`config.mk`:
```
export PLATFORM = sky130hd
export DESIGN_NAME = uart_rx_frame_flat
export DESIGN_NICKNAME = d
export VERILOG_FILES = /design/src/rtl/uart_rx_frame_if.sv /design/src/rtl/uart_rx_frame.sv /design/src/flat_wrapper.sv
export SDC_FILE = /design/constraint.sdc
export NUM_CORES = 1
export LEC_CHECK = 0
export ABC_AREA = 1
export CAP_MARGIN = 20
export CORE_MARGIN = 2
export CORE_UTILIZATION = 45
export CTS_BUF_LIST = sky130_fd_sc_hd__clkbuf_2
export DETAILED_ROUTE_END_ITERATION = 7
export HOLD_SLACK_MARGIN = 0.03
export PLACE_DENSITY = 0.67
export SETUP_SLACK_MARGIN = 0.15
export SKIP_CTS_REPAIR_TIMING = 1
export SLEW_MARGIN = 20
export SYNTH_ARGS = -nofsm -noshare
export SYNTH_HDL_FRONTEND = slang
export SYNTH_SLANG_ARGS = --single-unit
```
`constraint.sdc`:
```
create_clock -name clk -period 2.65 [get_ports clk]
set_clock_uncertainty 0.2 [all_clocks]
set_input_delay 0.3975 -clock clk [delete_from_list [all_inputs] [get_ports clk]]
set_output_delay 0.3975 -clock clk [all_outputs]
set_load 0.005 [all_outputs]
```
`src/rtl/uart_rx_frame_if.sv`:
```
// uart_rx_frame_if: serial line in, received byte stream out.
// Ports: rx (serial line, idles high), rx_data (last good byte),
// rx_valid (one-cycle new-byte strobe), frame_err (one-cycle bad-stop strobe),
// busy (receiver mid-frame). master = receiver side, slave = line driver / byte sink.
interface uart_rx_frame_if;
   logic       rx;
   logic [7:0] rx_data;
   logic       rx_valid;
   logic       frame_err;
   logic       busy;
   modport master (input rx, output rx_data, output rx_valid, output frame_err, output busy);
   modport slave (output rx, input rx_data, input rx_valid, input frame_err, input busy);
endinterface

```
`src/rtl/uart_rx_frame.sv`:
```
// uart_rx_frame: 8N1 UART receiver with false-start rejection and stop-bit check.
// Ports: clk (system clock), rst_n (async active-low reset),
// bus (uart_rx_frame_if.master: rx in; rx_data, rx_valid, frame_err, busy out).
module uart_rx_frame #(
   parameter int CLK_FREQ = 50_000_000,
   parameter int BAUD     = 9600
) (
   input logic            clk,
   input logic            rst_n,
   uart_rx_frame_if.master bus
);
   localparam int BIT_MAX = CLK_FREQ / BAUD;
   localparam int HALF    = BIT_MAX / 2;
   localparam int CW      = $clog2(BIT_MAX);
   localparam logic [CW-1:0] C_END = CW'(BIT_MAX - 1);
   localparam logic [CW-1:0] C_MID = CW'(HALF);
   localparam logic [1:0] IDLE  = 2'd0;
   localparam logic [1:0] START = 2'd1;
   localparam logic [1:0] DATA  = 2'd2;
   localparam logic [1:0] STOP  = 2'd3;
   logic [2:0]    sync;
   logic          rx_s, rx_d, fall, mid, last;
   logic [1:0]    state, state_nx;
   logic [CW-1:0] cnt;
   logic [2:0]    idx;
   logic [7:0]    shreg;
   assign rx_s     = sync[1];
   assign rx_d     = sync[2];
   assign fall     = rx_d & ~rx_s;
   assign mid      = cnt == C_MID;
   assign last     = cnt == C_END;
   assign bus.busy = state != IDLE;
   // Leaving STOP at mid-bit lets a back-to-back start edge be caught.
   always_comb
      state_nx = state == IDLE  ? (fall ? START : IDLE) :
                 state == START ? ((mid && rx_s) ? IDLE : last ? DATA : START) :
                 state == DATA  ? ((last && idx == 3'd7) ? STOP : DATA) :
                 (mid ? IDLE : STOP);
   always_ff @(posedge clk or negedge rst_n) begin
      if (!rst_n) begin
         sync          <= 3'b111;
         state         <= IDLE;
         cnt           <= '0;
         idx           <= '0;
         shreg         <= '0;
         bus.rx_data   <= '0;
         bus.rx_valid  <= 1'b0;
         bus.frame_err <= 1'b0;
      end else begin
         sync          <= {sync[1:0], bus.rx};
         state         <= state_nx;
         cnt           <= (state == IDLE || state_nx != state || last) ? '0 : cnt + 1'b1;
         bus.rx_valid  <= 1'b0;
         bus.frame_err <= 1'b0;
         if (state == START && last) idx <= '0;
         if (state == DATA && mid) shreg <= {rx_s, shreg[7:1]};
         if (state == DATA && last && idx != 3'd7) idx <= idx + 1'b1;
         if (state == STOP && mid) begin
            if (rx_s) begin
               bus.rx_data  <= shreg;
               bus.rx_valid <= 1'b1;
            end else begin
               bus.frame_err <= 1'b1;
            end
         end
      end
   end
endmodule
```
`src/flat_wrapper.sv`:
```
// flat-port wrapper written by rule: the top's interface ports become plain ports
module uart_rx_frame_flat 
#(
   parameter int CLK_FREQ = 50_000_000,
   parameter int BAUD     = 9600
)
  (clk, rst_n, bus_rx, bus_rx_data, bus_rx_valid, bus_frame_err, bus_busy);
  uart_rx_frame_if bus_i ();
  input logic clk;
  input logic rst_n;
  input wire logic [$bits(bus_i.rx)-1:0] bus_rx;
  output wire logic [$bits(bus_i.rx_data)-1:0] bus_rx_data;
  output wire logic [$bits(bus_i.rx_valid)-1:0] bus_rx_valid;
  output wire logic [$bits(bus_i.frame_err)-1:0] bus_frame_err;
  output wire logic [$bits(bus_i.busy)-1:0] bus_busy;
  assign bus_i.rx = bus_rx;
  assign bus_rx_data = bus_i.rx_data;
  assign bus_rx_valid = bus_i.rx_valid;
  assign bus_frame_err = bus_i.frame_err;
  assign bus_busy = bus_i.busy;
  uart_rx_frame #(.CLK_FREQ(CLK_FREQ), .BAUD(BAUD)) u_core (.clk(clk), .rst_n(rst_n), .bus(bus_i));
endmodule
```
[After elaboration in Yosys (flattened, before gate mapping)]
Cells that the tools add are included.
Word-level totals
  bits in registers: 39
  bits of input ports: 3
  output and inout bits: 11
  logic and storage cells: 48
Operators by class
  add/sub/neg operators: 2
  equal/unequal tests: 8
  mux-type cells: 15
  bitwise operators: 2
  reduce and logical (&&, ||, !) cells: 13
Operators with widths (number)
  13-bit by 1-bit adder with 13-bit output (second input constant): 1
  13-bit by 12-bit == test with 1-bit output (second input constant): 1
  13-bit == test (second input constant): 1
  13-bit 2-to-1 mux: 1
  2-bit 2-to-1 mux: 6
  1-bit logical AND: 7
  1-bit 2-to-1 mux: 6
  3-bit 2-to-1 mux: 2
  2-bit == test (second input constant): 2
  2-bit nonzero test: 2
  3-bit by 1-bit adder with 3-bit output (second input constant): 1
  3-bit == test (second input constant): 1
  3-bit inequality test (second input constant): 1
  2-bit by 1-bit == test with 1-bit output (second input constant): 1
  2-bit logical NOT: 1
  1-bit logical OR: 2
  2-bit inequality test: 1
  2-bit AND reduction: 1
  1-bit AND: 1
  1-bit inverter: 1

[Logic depth before layout (Yosys ltp)]
Gate-level depths: netlist of the first run.
  depth after elaboration: 10
  depth in mapped cells: 14
  gate-level depth less buffers: 13

[Worst setup path before layout of the first run]
OpenSTA, ideal clock, no wires.
  kind: register to register
  from: register u_core.cnt[0]
  to: register u_core.cnt[7]
  arrival: 1.557 ns
  setup slack: 0.766 ns
  stages on the path, launching flop included: 13
  cell sequence: dfrtp_1 ha_1 nand2_2 inv_1 nand2_2 nor2_4 nand3_2 nand2_1 nor2_1 nand3_2 nand3_4 buf_12 nor2_4
Between the ends
  word-level cells in the longest chain between the ends: 10
RTL lines
  from (decl): line uart_rx_frame.sv:24  | logic [CW-1:0] cnt;
  from (signal assigned): line uart_rx_frame.sv:52  | cnt <= (state == IDLE || state_nx != state || last) ? '0 : cnt + 1'b1;
  13-bit == test: line uart_rx_frame.sv:31  | assign last = cnt == C_END;
  1-bit logical AND: line uart_rx_frame.sv:37  | state == DATA ? ((last && idx == 3'd7) ? STOP : DATA) :
  1-bit 2-to-1 mux: line uart_rx_frame.sv:37
  2-bit 2-to-1 mux: line uart_rx_frame.sv:37
  2-bit 2-to-1 mux: line uart_rx_frame.sv:36  | state == START ? ((mid && rx_s) ? IDLE : last ? DATA : START) :
  2-bit 2-to-1 mux: line uart_rx_frame.sv:35  | state_nx = state == IDLE ? (fall ? START : IDLE) :
  2-bit inequality test: line uart_rx_frame.sv:52
  1-bit logical OR (2 in a row): line uart_rx_frame.sv:52
  13-bit 2-to-1 mux *: line uart_rx_frame.sv:52
Every way passes the cells marked *; elsewhere a longest branch is shown, timed or not.
A chain may end at the register's enable or synchronous reset.

[Worst setup path after layout of the first run]
  from: register u_core.state[0]
  to: output bus_busy
Between the ends
  word-level cells in the longest chain between the ends: 1
RTL lines
  from (decl): line uart_rx_frame.sv:23  | logic [1:0] state, state_nx;
  from (signal assigned): line uart_rx_frame.sv:51  | state <= state_nx;
  2-bit nonzero test: line uart_rx_frame.sv:32  | assign bus.busy = state != IDLE;
  to (decl): line flat_wrapper.sv:15  | output wire logic [$bits(bus_i.busy)-1:0] bus_busy;
Every way passes these cells.

==> metrics.csv, run 1 <==
metric;value;unit
status;completed;
cpMaxStageDelayCell;dfrtp_1;
drv.max_cap_violation_count;0;
critical_path.startpoint_type;register;
synthMuxAreaShare;0;%
drcViolationCount;0;
sequential_share_of_power;47.9;%
root_buffer_cell;clkbuf_2;
netlist-cell-type-count;27;
synth-edff-count;0;
power_density;669.0;mW/mm²
yosysWarningCount;0;
clock_insertion_delay_worst_skew;0.38;ns
place.detailed.hpwl;2467;µm
setup_violations;0;
synth_nets;235;
synthTopCellsByArea;dfrtp_1 (45%), nand2_1 (8.5%), nor2_4 (6.7%);
critPathMaxStageDelay;0.56;ns
ys_seq_area_share;48.42;%
hold_path_startpoint;u_core.sync[0];
required;2.05;ns
synth_top_family_by_area;simple AND/OR/NAND/NOR gates;
post_dr_wirelength_cell;11.00;µm
route.detailed.vias_per_inst;4.766;
ioPinCount;14;
p_comb_share;23.0;%
p_int;1.056;mW
synth_xor_area_share;2.597;%
timing.reg2reg.setup_slack;0.49;ns
synth_simple_gate_area_share;30.74;%
avgSynthCellArea;8.874;µm²
gr-usage-all-layers;15.37;%
critical_path.reg2reg.startpoint;u_core.cnt[0];
antenna_violations_before_repair;0;
postSynthCellCount;228;
synth.cell_area;0.002023;mm²
drt_iter0_drc;72;
nNetsFinal;253;
finalWirelength;3289;µm
fin_crit;2.213;ns
final.hold.worst_slack;0.1709;ns
irDropWorstVdd;0.3188;mV
rows;24;
grt_pass1_vias;1363;
relative_area_change_from_synthesis_to_final_layout;12.86;%
postSynth.asyncResetShare;100.0;%
design.core.area;0.004354;mm²
critPathArrivalTime;1.62;ns
die_w;71.05;µm
timing.setup.critical_path_class;reg2out;
synth_largest_type_area_fraction;44.53;%
synthDominantAreaCellType;dfrtp_1;
route.antenna.remaining_nets;0;
power_switching;0.4711;mW
worst_r2r_dst;u_core.cnt[12];
cts-buffers-inserted;5;
postSynthRegisterBits;39;
total_leakage_power;1.032;nW
whs_endpoint;u_core.sync[1];
critical_path.cell_chain;nor2_1, inv_1, clkdlybuf4s50_1;
grt_first_pass_wirelength;6023;µm
total_power;1.528;mW
initial_core_util;46.47;%
fraction_of_the_cycle_the_final_worst_path_needs;83.52;%
gp_congestion;0.8545;
sw_frac_of_total;30.84;%
worst_setup_hold_path_clk_slew;0.18;ns
drt_pre_antenna_iters;4;
yosys_most_used_dff;dfrtp_1;
place.port_buffers;13;
synth-compound-area-share;6.803;%
rsz0062_at_grt;no;
fin_setup_tns;0;ns
grt_max_degree;40;
critical_path_buf_inv_count;2;
tritoncts;built;
synth_fa_ha_area_share;2.474;%
die-area;0.005048;mm²
critPathTopFamily;buffers and inverters;
critPathMaxFanout;7;
n_antenna_cell;0;
htreeDepth;2;
routed-via-count;1425;
cts_num_sinks;39;
final_hold_violation_count;0;
floorplan.die.height;71.05;µm
slew_worst_pin;0.8334;ns
slew-limit-headroom;44.44;%
final_layout_size_suffix_gt1_share;21.86;%
hp-class;reg2reg;
clk_path_buf_depth;2;
fmax;451.8;MHz
clkPwrFrac;29.1;%
globalRouteOverflowTotal;0;
endpoint_kind;primary output;
r2r_cells;12;
min_delay_path_depth;0;
final_max_slew_viol_count;0;
==> cell usage after synthesis, types with 2 or more instances <==
cell	n
nand2_1	46
dfrtp_1	36
inv_1	33
nor2_1	15
nor2_4	12
o21ai_0	11
o21ai_1	11
nand2_2	9
nand3_1	9
nor2_2	7
inv_2	6
xor2_1	6
nand4_1	5
ha_1	4
dfstp_2	3
nand3_2	3
buf_2	2
==> worst max-delay path by stage <==
stage	from	end	slack [ns]	depth (start not counted)
2_1_floorplan	u_core.cnt[0]	u_core.cnt[7]	0.77	12
6_report	u_core.state[0]	bus_busy	0.44	3
4_1_cts	u_core.state[0]	bus_busy	0.40	3
3_5_place_dp	u_core.cnt[0]	u_core.cnt[0]	0.50	12
3_3_place_gp	u_core.cnt[0]	u_core.cnt[10]	0.57	12
5_1_grt	u_core.cnt[0]	u_core.cnt[12]	0.30	12
==> logic make-up after synthesis <==
| family | count (synthesis) |
|---|---|
| and+or+nand+nor | 111 |
| xor gates and xnor gates | 6 |
| AOI/OAI and AO/OA | 25 |
| DFF | 39 |
| buffers and inverters | 43 |
| adders and majority gates | 4 |
==> placed cells by master (no fill, tap or decap), types with 2 or more instances in the layout <==
master,Yosys,layout
nand2_1,46,46
nor2_1,15,15
nand3_2,3,3
nand4_1,5,5
nor2_4,12,12
dfrtp_1,36,36
clkdlybuf4s50_1,0,12
nor2_2,7,7
o21ai_1,11,11
nand2_2,9,9
clkbuf_2,0,6
inv_1,33,33
xor2_1,6,6
bufinv_16,0,2
dfstp_2,3,3
inv_2,6,6
nand3_1,9,9
ha_1,4,4
o21ai_0,11,11
==> per-stage QoR <==
step | util [%] | cells | worst slack (ns) | cell area [µm²]
2_1_floorplan | - | 228 | 0.7655 | 2023
3_3_place_gp | 50.14 | 290 | 0.5673 | 2183
3_5_place_dp | 50.14 | 290 | 0.5010 | 2183
4_1_cts | 52.21 | 298 | 0.4046 | 2273
5_1_grt | 52.44 | 299 | 0.2989 | 2283
6_report | 52.44 | 299 | 0.4366 | 2283
==> sequential cells by signal, indices dropped and copies added, names as in the netlist <==
| register | flops |
|---|---|
| u_core.bus.rx_data | 8 |
| u_core.idx | 3 |
| u_core.shreg | 8 |
| u_core.bus.rx_valid | 1 |
| u_core.state | 2 |
| u_core.sync | 3 |
| u_core.cnt | 13 |
| u_core.bus.frame_err | 1 |
==> area by class of cell <==
class	instances	area (µm²)
Fill cell	388	2071
Sequential cell	39	979.7
Multi-Input combinational cell	146	862.1
Inverter	40	151.4
Timing Repair Buffer	14	135.1
Tap cell	52	65.06
Clock inverter	2	60.06
Clock buffer	6	30.03
==> metal layers <==
metal,vias up,routed length (µm),share of wire (%),track usage [%]
met4,0,55,1.7,6.918
met3,4,100,3.0,3.846
met1,657,1614,49,20.66
met5,-,0,0,0
met2,20,1518,46,23.57
li1,744,-,-,-
==> power groups by stage <==
stage               clock network, mW  registers (mW)  logic [mW]
finish                          0.445           0.731       0.351
CTS                             0.461           0.730       0.358
global placement                    0           0.740       0.347
global route                    0.493           0.743       0.406
detailed placement                  0           0.739       0.356
floorplan                           0           0.722       0.295
Power figures use the tool's default switching activity.
==> run 2: changes to the inputs <==
==> constraint.sdc (replaced) <==
create_clock -name clk -period 2.2 [get_ports clk]
set_clock_uncertainty 0.2 [all_clocks]
set_input_delay 0.33 -clock clk [delete_from_list [all_inputs] [get_ports clk]]
set_output_delay 0.33 -clock clk [all_outputs]
set_load 0.005 [all_outputs]
==> metrics.csv, run 2 (synthesized netlist as in run 1, its figures left out) <==
metric;value;unit
status;completed;
final-instance-count-excl-fill;304;
cpMaxStageDelayCell;dfrtp_2;
globalRouteOverflowTotal;0;
worst_setup_hold_path_clk_slew;0.21;ns
dp_cells;292;
hold_path_startpoint;bus_rx;
fmax;474.7;MHz
slew-limit-headroom;68.21;%
floorplan.die.height;71.05;µm
layout_commonest_cell;nand2_1;
final_hold_violation_count;0;
fraction_of_the_cycle_the_final_worst_path_needs;95.75;%
final_layout_size_suffix_gt1_share;27.38;%
critical_path.startpoint_type;register;
final_util;55.00;%
rsz0062_at_grt;yes;
n_antenna_cell;0;
critPathMaxStageDelay;0.50;ns
r2r_cells;14;
critPathMaxFanout;6;
grt_pass1_vias;1340;
gp_congestion;0.8329;
grt_first_pass_wirelength;5858;µm
hp-class;in2reg;
nNetsFinal;258;
largest_register_ffs;13;
irDropWorstVdd;0.4885;mV
fin_setup_tns;0;ns
route.antenna.remaining_nets;0;
initial_core_util;46.47;%
regMostFlops;u_core.cnt;
timing.reg2reg.setup_slack;0.19;ns
critical_path_buf_inv_count;2;
finalWirelength;3435;µm
final_max_slew_viol_count;0;
drt_iter0_drc;95;
required;1.67;ns
cts-buffers-inserted;5;
critical_path.reg2reg.startpoint;u_core.cnt[0];
fin_crit;2.107;ns
drv.max_cap_violation_count;0;
worst_r2r_dst;u_core.cnt[11];
ioPinCount;14;
timing.setup.critical_path_class;reg2out;
place.port_buffers;13;
antenna_violations_before_repair;0;
die-area;0.005048;mm²
drt_pre_antenna_iters;4;
critical_path.cell_chain;nor2_1, inv_1, clkdlybuf4s50_1;
total_leakage_power;1.062;nW
gr-usage-all-layers;14.69;%
relative_area_change_from_synthesis_to_final_layout;18.37;%
routed-via-count;1423;
setup_violations;0;
htreeDepth;2;
endpoint_kind;primary output;
die_w;71.05;µm
slew_worst_pin;0.4768;ns
tritoncts;built;
design.core.area;0.004354;mm²
clock_insertion_delay_worst_skew;0.41;ns
cts_num_sinks;39;
reg_top3;u_core.cnt: 13 flops, u_core.bus.rx_data: 8 flops, u_core.shreg: 8 flops;
power_density;792.9;mW/mm²
route.detailed.vias_per_inst;4.681;
clk_path_buf_depth;2;
root_buffer_cell;clkbuf_2;
critPathTopFamily;flip-flops;
whs_endpoint;u_core.sync[0];
critPathArrivalTime;1.58;ns
min_delay_path_depth;1;
final_cell_mix;nand2_1 (46), dfrtp_1 (33), inv_1 (31), nor2_1 (13), nor2_4 (13);
place.detailed.hpwl;2365;µm
post_dr_wirelength_cell;11.30;µm
grt_max_degree;40;
drcViolationCount;0;
rows;24;
[run 2: cell types whose count changed in the layout (fill, tap and decap cells not counted), sizes merged]
cell and delta:
clkbuf +1, buf +4
[run 2: worst max path at each step]
stage | startpoint | to | slack (ns) | cells past startpoint
3_5_place_dp | u_core.cnt[0] | u_core.cnt[1] | 0.18 | 12
2_1_floorplan | u_core.cnt[0] | u_core.cnt[7] | 0.32 | 12
4_1_cts | u_core.state[0] | bus_busy | 0.001 | 3
3_3_place_gp | u_core.cnt[0] | u_core.cnt[12] | 0.19 | 12
6_report | u_core.state[0] | bus_busy | 0.09 | 3
5_1_grt | u_core.cnt[4] | u_core.bus.rx_data[5] | 0.02 | 7
[run 2: area by class of cell]
class                           instances  area (µm²)
Timing Repair Buffer                   19       202.7
Inverter                               40       151.4
Clock inverter                          2       60.06
Multi-Input combinational cell        146       902.1
Fill cell                             372        1959
Clock buffer                            6       30.03
Tap cell                               52       65.06
Sequential cell                        39       983.4
[run 2: metal layers]
layer,track usage (%),share of wire [%],vias up
met2,21.70,45,16
met5,0,0,-
met4,8.176,2.0,0
met3,2.564,2.7,7
li1,-,-,750
met1,20.52,50,650
[run 2: worst reg2reg max path, stage by stage (launching register included)]
cell,delay (ns)
dfrtp_2,0.49
inv_2,0.09
ha_4,0.14
nand2_1,0.05
inv_1,0.06
nand2_2,0.06
nor2_4,0.11
nand3_2,0.07
nor2_2,0.16
nor2_4,0.05
nand2_2,0.07
nand2_2,0.06
nand3_4,0.08
clkbuf_16,0.18
nor2_4,0.03
[run 2: per-stage QoR]
stage	power (mW)	area, µm²	worst slack, ns	hold slack [ns]
4_1_cts	1.869	2301	0.001190	-0.2675
6_report	1.899	2395	0.09342	0.1126
3_3_place_gp	1.316	2211	0.1862	0.1458
3_5_place_dp	1.314	2211	0.1844	0.1510
2_1_floorplan	1.225	2023	0.3155	-0.1656
5_1_grt	2.026	2395	0.02280	0.1025
[run 2: power by group]
| part | total [mW] | internal [mW] | switching [mW] |
|---|---|---|---|
| combinational | 0.454 | 0.188 | 0.266 |
| clock | 0.553 | 0.311 | 0.242 |
| sequential | 0.891 | 0.795 | 0.0961 |
==> run 3: changes to the inputs <==
--- a/config.mk
+++ b/config.mk
@@ -5,7 +5,6 @@
 export SDC_FILE = /design/constraint.sdc
 export NUM_CORES = 1
 export LEC_CHECK = 0
-export ABC_AREA = 1
 export CAP_MARGIN = 20
 export CORE_MARGIN = 2
 export CORE_UTILIZATION = 45
==> metrics.csv, run 3 <==
metric;value;unit
status;completed;
globalRouteOverflowTotal;0;
gr-usage-all-layers;16.97;%
yosys_most_used_dff;dfrtp_1;
critical_path.startpoint_type;register;
grt_first_pass_wirelength;5623;µm
synth_top_family_by_area;simple AND/OR/NAND/NOR gates;
n_antenna_cell;0;
fmax;479.5;MHz
tritoncts;built;
synth.cell_area;0.001785;mm²
timing.setup.critical_path_class;reg2reg;
critPathTopFamily;simple AND/OR/NAND/NOR gates;
largest_register_ffs;13;
critical_path.cell_chain;inv_1, ha_1, and4bb_2, nand4_4, nor3b_4, buf_12, mux2_2;
synth-compound-area-share;3.994;%
setup_violations;0;
initial_core_util;47.69;%
post_dr_wirelength_cell;14.63;µm
clock_insertion_delay_worst_skew;0.40;ns
grt_max_degree;40;
synth_xor_area_share;5.396;%
cts_num_sinks;39;
power_density;768.3;mW/mm²
cpMaxStageDelayCell;dfrtp_1;
preCtsSetupSlack;0.01383;ns
critPathMaxFanout;8;
required;2.32;ns
die_w;66.99;µm
place.detailed.hpwl;2272;µm
place.port_buffers;13;
final_cell_mix;dfrtp_1 (35), nor2_1 (16), mux2_2 (15), nand3_1 (13), buf_4 (13);
ys_seq_area_share;54.87;%
synthDominantAreaCellType;dfrtp_1;
drt_pre_antenna_iters;4;
design.core.area;0.003744;mm²
synth-edff-count;0;
reg_top3;u_core.cnt: 13 flops, u_core.bus.rx_data: 8 flops, u_core.shreg: 8 flops;
floorplan.die.height;66.99;µm
routed-via-count;1260;
drv.max_cap_violation_count;0;
fillers;321;
route.antenna.remaining_nets;0;
count_leader_synth;dfrtp_1;
synth_largest_type_area_fraction;50.46;%
total_leakage_power;1.009;nW
netlist-cell-type-count;34;
timing.final.ws_setup;0.1145;ns
regMostFlops;u_core.cnt;
cts-buffers-inserted;5;
postSynthCellCount;153;
hp-class;in2reg;
critPathMaxStageDelay;0.45;ns
endpoint_kind;register;
synthMuxAreaShare;10.09;%
synth_nets;160;
root_buffer_cell;clkbuf_2;
fin_crit;2.086;ns
worst_setup_hold_path_clk_slew;0.19;ns
htreeDepth;2;
slew-limit-headroom;67.37;%
slew_worst_pin;0.4861;ns
avgSynthCellArea;11.67;µm²
route.detailed.vias_per_inst;5.339;
rows;22;
synth_fa_ha_area_share;2.803;%
die-area;0.004488;mm²
fraction_of_the_cycle_the_final_worst_path_needs;94.80;%
design_area;0.002211;mm²
drcViolationCount;0;
antenna_violations_before_repair;0;
relative_area_change_from_synthesis_to_final_layout;23.83;%
nNetsFinal;194;
finalWirelength;3452;µm
clk_path_buf_depth;2;
layout_commonest_cell;dfrtp_1;
dpl_cell_area;0.002019;mm²
critical_path_buf_inv_count;2;
critPathArrivalTime;2.20;ns
synthTopCellsByArea;dfrtp_1 (50%), mux2_2 (9.5%), dfstp_2 (4.4%);
irDropWorstVdd;0.8254;mV
fin_setup_tns;0;ns
drt_iter0_drc;75;
final_max_slew_viol_count;0;
postSynthRegisterBits;39;
gp_congestion;0.8568;
final_hold_violation_count;0;
rsz0062_at_grt;yes;
grt_pass1_vias;1202;
final_layout_size_suffix_gt1_share;28.19;%
synth_simple_gate_area_share;20.32;%
postSynth.asyncResetShare;100.0;%
ioPinCount;14;
synth.top_cells.by_count;dfrtp_1 (36), nor2_1 (16), mux2_2 (15);
yosysWarningCount;0;
## run 3: cell types whose count changed after synthesis, moves of 4 or more
cell,previous run,this run
nor3_1,1,5
o21ai_0,11,4
nand3_1,9,13
nor2_2,7,1
inv_2,6,0
nand2_2,9,0
nor2_4,12,0
mux2_2,0,15
xnor2_1,0,8
inv_1,33,7
nand2_1,46,9
nand4_1,5,1
o21ai_1,11,1
## run 3: logic make-up (layout without fill, tap and decap cells)
group | after synthesis | count (layout)
simple gates | 62 | 62
flops | 39 | 39
mux | 16 | 16
compound gates | 11 | 11
xor+xnor | 11 | 11
buf+inv | 10 | 45
fa+ha+maj | 4 | 4
## run 3: layout make-up
cell class / instances / area, µm² / area share, %
inverters: 7 / 26.28 / 1.188
well taps: 48 / 60.06 / 2.716
multi-input cells: 104 / 775.7 / 35.09
flip-flops and latches: 39 / 980.9 / 44.37
clock buffers: 6 / 30.03 / 1.358
clock inverters: 2 / 60.06 / 2.716
repair buffers: 30 / 277.8 / 12.56
## run 3: layer usage
metal | vias up | GRT usage, % | share of wire, %
met5 | - | 0 | 0
met4 | 0 | 5.357 | 1.2
met3 | 6 | 5.574 | 3.7
met2 | 23 | 26.13 | 49
met1 | 621 | 22.65 | 46
li1 | 610 | - | -
## run 3: final timing paths
check / start / endpoint / slack, ns / cells past startpoint
max reg2reg: u_core.cnt[0] / u_core.shreg[6] / 0.11 / 7
max in group asynchronous: rst_n / u_core.sync[2] / 1.16 / 3
min reg2reg: u_core.sync[0] / u_core.sync[1] / 0.17 / 0
max: u_core.cnt[0] / u_core.shreg[6] / 0.11 / 7
min: bus_rx / u_core.sync[0] / 0.1 / 1
min in group asynchronous: rst_n / u_core.shreg[3] / 0.28 / 3
## run 3: through the flow
stage	total power, mW	hold WS (ns)	util [%]	cells
6_report	1.699	0.09586	59.06	236
5_1_grt	1.780	0.06077	59.06	236
3_3_place_gp	1.108	0.1464	53.94	220
4_1_cts	1.671	-0.2575	56.35	228
3_5_place_dp	1.124	0.1479	53.94	220
2_1_floorplan	1.029	-0.1656	-	153
## run 3: where the power goes
part / internal [mW] / switching (mW)
Clock: 0.311 / 0.237
Sequential: 0.784 / 0.0839
Combinational: 0.136 / 0.147
Total: 1.23 / 0.468
